==> src/rtl/gpo_timed.sv <==
// MMIO general-purpose output slot: a W-bit output register with set/clear/toggle access.
// Define GPO_PULSE_EN to add the retriggerable timed-pulse engine and its PLEN, PULSE and STATUS registers.
module gpo_timed #(
    parameter int W  = 8,
    parameter int CW = 16
) (
    input  logic         clk,
    input  logic         reset,
    input  logic         cs,
    input  logic         read,
    input  logic         write,
    input  logic [4:0]   addr,
    input  logic [31:0]  wr_data,
    output logic [31:0]  rd_data,
    output logic [W-1:0] dout
);

    logic         we;
    logic [W-1:0] wr_word;
    logic [W-1:0] base_q, base_next;
    logic         unused;

    assign we      = cs & write;
    assign wr_word = wr_data[W-1:0];
    // Reads have no side effects, and the upper write-data bits are simply dropped.
    assign unused  = ^{read, wr_data};

    // NOTE: each next-value variable gets a default first, so this block cannot infer a latch.
    always_comb begin
        base_next = base_q;
        if (we) begin
            case (addr)
                5'd0:    base_next = wr_word;
                5'd1:    base_next = base_q | wr_word;
                5'd2:    base_next = base_q & ~wr_word;
                5'd3:    base_next = base_q ^ wr_word;
                default: base_next = base_q;
            endcase
        end
    end

`ifdef GPO_PULSE_EN
    typedef enum logic {IDLE, PULSE} state_t;

    state_t        state_q, state_next;
    logic [CW-1:0] cnt_q, cnt_next;
    logic [CW-1:0] len_q, len_next;
    logic [W-1:0]  mask_q, mask_next;
    logic          busy, busy_next;

    assign busy      = (state_q == PULSE);
    assign busy_next = (state_next == PULSE);

    always_comb begin
        state_next = state_q;
        cnt_next   = cnt_q;
        len_next   = len_q;
        mask_next  = mask_q;
        if (we && addr == 5'd4) begin
            len_next = wr_data[CW-1:0];
        end
        // A trigger wins over expiry; a zero length cancels instead of arming.
        if (we && addr == 5'd5) begin
            mask_next = wr_word;
            if (len_q != '0) begin
                state_next = PULSE;
                cnt_next   = len_q;
            end else begin
                state_next = IDLE;
                cnt_next   = '0;
            end
        end else if (state_q == PULSE) begin
            if (cnt_q == CW'(1)) begin
                state_next = IDLE;
                cnt_next   = '0;
            end else begin
                cnt_next = cnt_q - 1'b1;
            end
        end
    end
`endif

    // NOTE: non-blocking assignments, so every register samples the same pre-edge values.
    always_ff @(posedge clk or posedge reset) begin
        if (reset) begin
            base_q  <= '0;
            dout    <= '0;
`ifdef GPO_PULSE_EN
            state_q <= IDLE;
            cnt_q   <= '0;
            len_q   <= '0;
            mask_q  <= '0;
`endif
        end else begin
            base_q  <= base_next;
`ifdef GPO_PULSE_EN
            state_q <= state_next;
            cnt_q   <= cnt_next;
            len_q   <= len_next;
            mask_q  <= mask_next;
            dout    <= base_next ^ (busy_next ? mask_next : '0);
`else
            dout    <= base_next;
`endif
        end
    end

    always_comb begin
        rd_data = '0;
        case (addr)
            5'd0: rd_data = 32'(base_q);
`ifdef GPO_PULSE_EN
            5'd4: rd_data = 32'(len_q);
            5'd5: begin
                rd_data     = 32'(mask_q);
                rd_data[31] = busy;
            end
            5'd6: rd_data[0] = busy;
`endif
            default: rd_data = '0;
        endcase
    end

endmodule

==> config.mk <==
export PLATFORM = sky130hd
export DESIGN_NAME = gpo_timed
export DESIGN_NICKNAME = d
export VERILOG_FILES = /design/src/rtl/gpo_timed.sv
export SDC_FILE = /design/constraint.sdc
export NUM_CORES = 1
export LEC_CHECK = 0
export CORE_UTILIZATION = 32
export DETAILED_ROUTE_END_ITERATION = 10
export GPL_ROUTABILITY_DRIVEN = 0
export PLACE_DENSITY = 0.75
export SLEW_MARGIN = 0
export SYNTH_ARGS = -nofsm -noshare
export SYNTH_HDL_FRONTEND = slang
export SYNTH_SLANG_ARGS = --single-unit
==> constraint.sdc <==
create_clock -name clk -period 1.3 [get_ports clk]
set_input_delay 0.26 -clock clk [delete_from_list [all_inputs] [get_ports clk]]
set_output_delay 0.26 -clock clk [all_outputs]
set_load 0.02 [all_outputs]
# --- After elaboration in Yosys (flattened, before gate mapping) ---
# Cells that the tools add are included.
totals:
  reg_bits: 8
  elab_cells: 14
  inputBits: 42
  output_inout_bits: 40
classes:
  reduce_logical: 3
  eq_ne: 3
  muxes: 2
  bitwise_logic: 5
op_table:
  columns: ["op", "n"]
  rows:
  - ["case mux 8 bit (4 select lines)", 1]
  - ["== test 5 x 2 -> 1 bit, second input constant", 2]
  - ["bitwise AND 8 bit", 1]
  - ["2-to-1 mux 8 bit", 1]
  - ["inverter 8 bit", 1]
  - ["bitwise OR 8 bit", 1]
  - ["bitwise XOR 8 bit", 1]
  - ["== test 5 x 1 -> 1 bit, second input constant", 1]
  - ["zero test 5 bit", 1]
  - ["nonzero test 4 bit", 1]
  - ["AND reduction 2 bit", 1]
  - ["bitwise AND 1 bit", 1]

# --- Logic depth before layout (Yosys ltp) ---
logic_depth:
  word_depth: 3
  ltp_mapped: 6
  mapped_depth_nobuf: 6

# --- Worst setup path after synthesis ---
# OpenSTA, ideal clock, no wires.
synth_path:
  kind: "input to output"
  from: "in addr[4]"
  to: "out rd_data[0]"
  path_slack_ps: -200
  stages: 3
  t_arrival_ps: 1240
  path_cell_list: "or4_1 buf_2 nor3_2"
synth_via:
  elab_chain_len: 2
synth_rtl:
  columns: ["element", "line_no", "text"]
  rows:
  - ["start, declared", "12", "input logic [4:0] addr,"]
  - ["zero test 5 bit", "110", "case (addr)"]
  - ["2-to-1 mux 8 bit", "110", null]
  - ["end, declared", "14", "output logic [31:0] rd_data,"]
# Every way passes these cells.

# --- Worst setup path in the final report ---
layout_path:
  from: "in addr[4]"
  to: "out rd_data[5]"
# Same word-level chain as after synthesis.

==> flow_summary.toml <==
[clocking]
hold_buffers = 0
cts_sinks = 8
cts_tree = "done"
cts_max_level = 1
clock_path_buffers = 2
cts.clk_slew.worst_paths_ps = 70
root_buffer = "clkbuf_4"
insertion_delay_ps = 260
cts_buffers = 3

[placed_design]
portBuffers = 32
dp_hpwl_um = 2110
place_ws_ps = -1190

[global_route]
use_met2_pct = 34.9
gr-usage-met1_pct = 20.7
use_met3_pct = 3.73
grt_pass1_vias = 1081
grt_overflow = 0
busiest_layer = "met2"
grt_pass1_wl_um = 5060
grt.total_usage_pct = 18.5
antenna_found_initial = 0
grt_max_degree = 21

[worst_setup_path]
crit_slowest_cell = "or4_4"
crit_path_start_kind = "primary input"
crit_required_ps = 1040
worstPathArrival_ps = 1410
crit_path_max_fanout = 5
cpPeakStageDelay_ps = 590
path_cells = "buf_6 -> or4_4 -> buf_6 -> nor3_4 -> buf_6"
crit_family = "simple AND/OR/NAND/NOR gates"
end_kind = "output port"
cp_common_cell = "buf_6"
crit_buf_inv = 3
critPathKind = "in -> out"

[timing]
tns_ps = -3040
slew_viol_final = 0
hold_viol_final = 0
setup_viol = 14
rsz0062_at_grt = "yes"
layout_setup_ws_ps = -367
timing.final.crit_period_ps = 1670
period_share_pct = 128
fin_skew_ps = 0
fmax_mhz = 600

[run_status]
status = "complete, but fails checks"
violations = "negative setup slack"

[finish]
largest_register = "base_q"
largest_reg_flops = 8
layout.nets = 270
multi_input_area_sq_um = 986
n_fill_cell = 293
final_layout_size_suffix_gt1_share_pct = 58.6
largestRegisters = "base_q x8"
layout_common_cells = "conb_1, buf_6, buf_4"
syn_to_final_growth_pct = 76.0
diodes = 0
regArea_sq_um = 210

[job]
cap_violations = 0

[detailed_routing]
num_vias = 1180
drtIter0Drc = 35
antenna_left = 0
routedWlPerCell_um = 13.6
wirelength_um = 3480
vias_per_cell = 4.61
drc = 0
drt-pass1-iter-count = 6

[logic_synthesis]
postSynthCellCount = 140
ys_ff_latch = 8
ys_warn_count = 0
synth.avg_cell_area_sq_um = 8.18
syn_area_sq_um = 1140
ys_seq_area_share_pct = 17.5
yosys.cell_types.count = 29
synth_edf_count = 0
ys_async_sr_fraction_pct = 100
ys.flop_type = "dfrtp_1"

[worst_hold_path]
hold_path_class = "in -> async"

[floorplanning]
dieArea_sq_um = 3820
die_x_um = 61.8
ios = 82
core_area_sq_um = 3390
die_h_um = 61.8
rows = 21
start_util_pct = 33.8

[power_and_ir_drop]
p_seq_share_pct = 21.9
leakage_uw = 0.000974
p_comb_share_pct = 64.9
p_int_uw = 928
switching_share_pct = 43.0
p_total_uw = 1630
vdd_drop_max_uv = 330
p_per_area_nw_per_um2 = 809
pwr-share-clk_pct = 13.2
netSwitchingPower_uw = 701
[final cells by class]
cell class | instances | area share [%]
multi-input cells | 107 | 48.9
inverters | 20 | 3.85
well taps | 46 | 2.86
flip-flops and latches | 8 | 10.4
repair buffers | 72 | 32.8
clock buffers | 3 | 1.12
[per-layer routing]
metal	vias to the layer above	wire (um)
met5	-	0
met4	0	70
met3	9	161
met2	43	1930
met1	553	1320
li1	575	-
[path summary, 6_finish.rpt]
path | from | end | slack [ps] | depth (start not counted)
hold reg to reg | base_q[4]$_DFFE_PP0P_ | base_q[4]$_DFFE_PP0P_ | 610 | 3
max in group asynchronous | reset | base_q[6]$_DFFE_PP0P_ | 750 | 2
setup / recovery | addr[4] | rd_data[5] | -370 | 5
min in group clk | wr_data[4] | base_q[4]$_DFFE_PP0P_ | 450 | 3
hold / removal | reset | base_q[7]$_DFFE_PP0P_ | 270 | 2
setup reg to reg | base_q[5]$_DFFE_PP0P_ | base_q[5]$_DFFE_PP0P_ | -120 | 6
[kinds of logic (layout without fill, tap and decap cells)]
| family | Yosys count | in the layout | synth area share (%) |
|---|---|---|---|
| AND/OR/NAND/NOR | 36 | 36 | 23.7 |
| buffers and inverters | 48 | 95 | 24.2 |
| adder cells (fa/ha/maj) | 16 | 16 | 17.5 |
| AO/OA/AOI/OAI | 31 | 31 | 16.8 |
| flip-flops | 8 | 8 | 17.5 |
| other | 1 | 24 | 0.328 |
[power groups by stage]
stage | registers [uW] | logic [uW] | clock network (uW)
floorplan | 444 | 393 | 0
global placement | 351 | 837 | 0
detailed placement | 353 | 859 | 0
CTS | 352 | 957 | 218
global route | 360 | 1150 | 239
finish | 356 | 1060 | 215
[cells in the mapped netlist (all sizes together) (3+ instances only)]
cell / n / area [sq um]
a221oi: 3 / 26.3
a222oi: 3 / 30.0
buf: 27 / 198
dfrtp: 8 / 200
ha: 16 / 200
inv: 20 / 75.1
nand2: 10 / 37.5
nor2: 3 / 18.8
nor2b: 5 / 36.3
nor3: 10 / 106
o21ai: 17 / 85.1
o22ai: 3 / 18.8
[timing repair]
action	in CTS	in global routing
endpoints found under the setup margin	24	16
gates resized for setup	143	20
buffers inserted	10	2
pin swaps	18	16
hold endpoints to repair	0	0
[per-stage QoR]
stage	hold slack, ps	instances	instance area (sq um)	util [%]
after detailed placement	579	241	1690	50.0
after CTS	294	254	1910	56.4
after global routing	307	256	2010	59.4
after global placement	556	241	1690	50.0
after floorplan	75.7	163	1300	-
final	267	256	2010	59.4
Note: power is estimated with default switching activity, not from simulation.
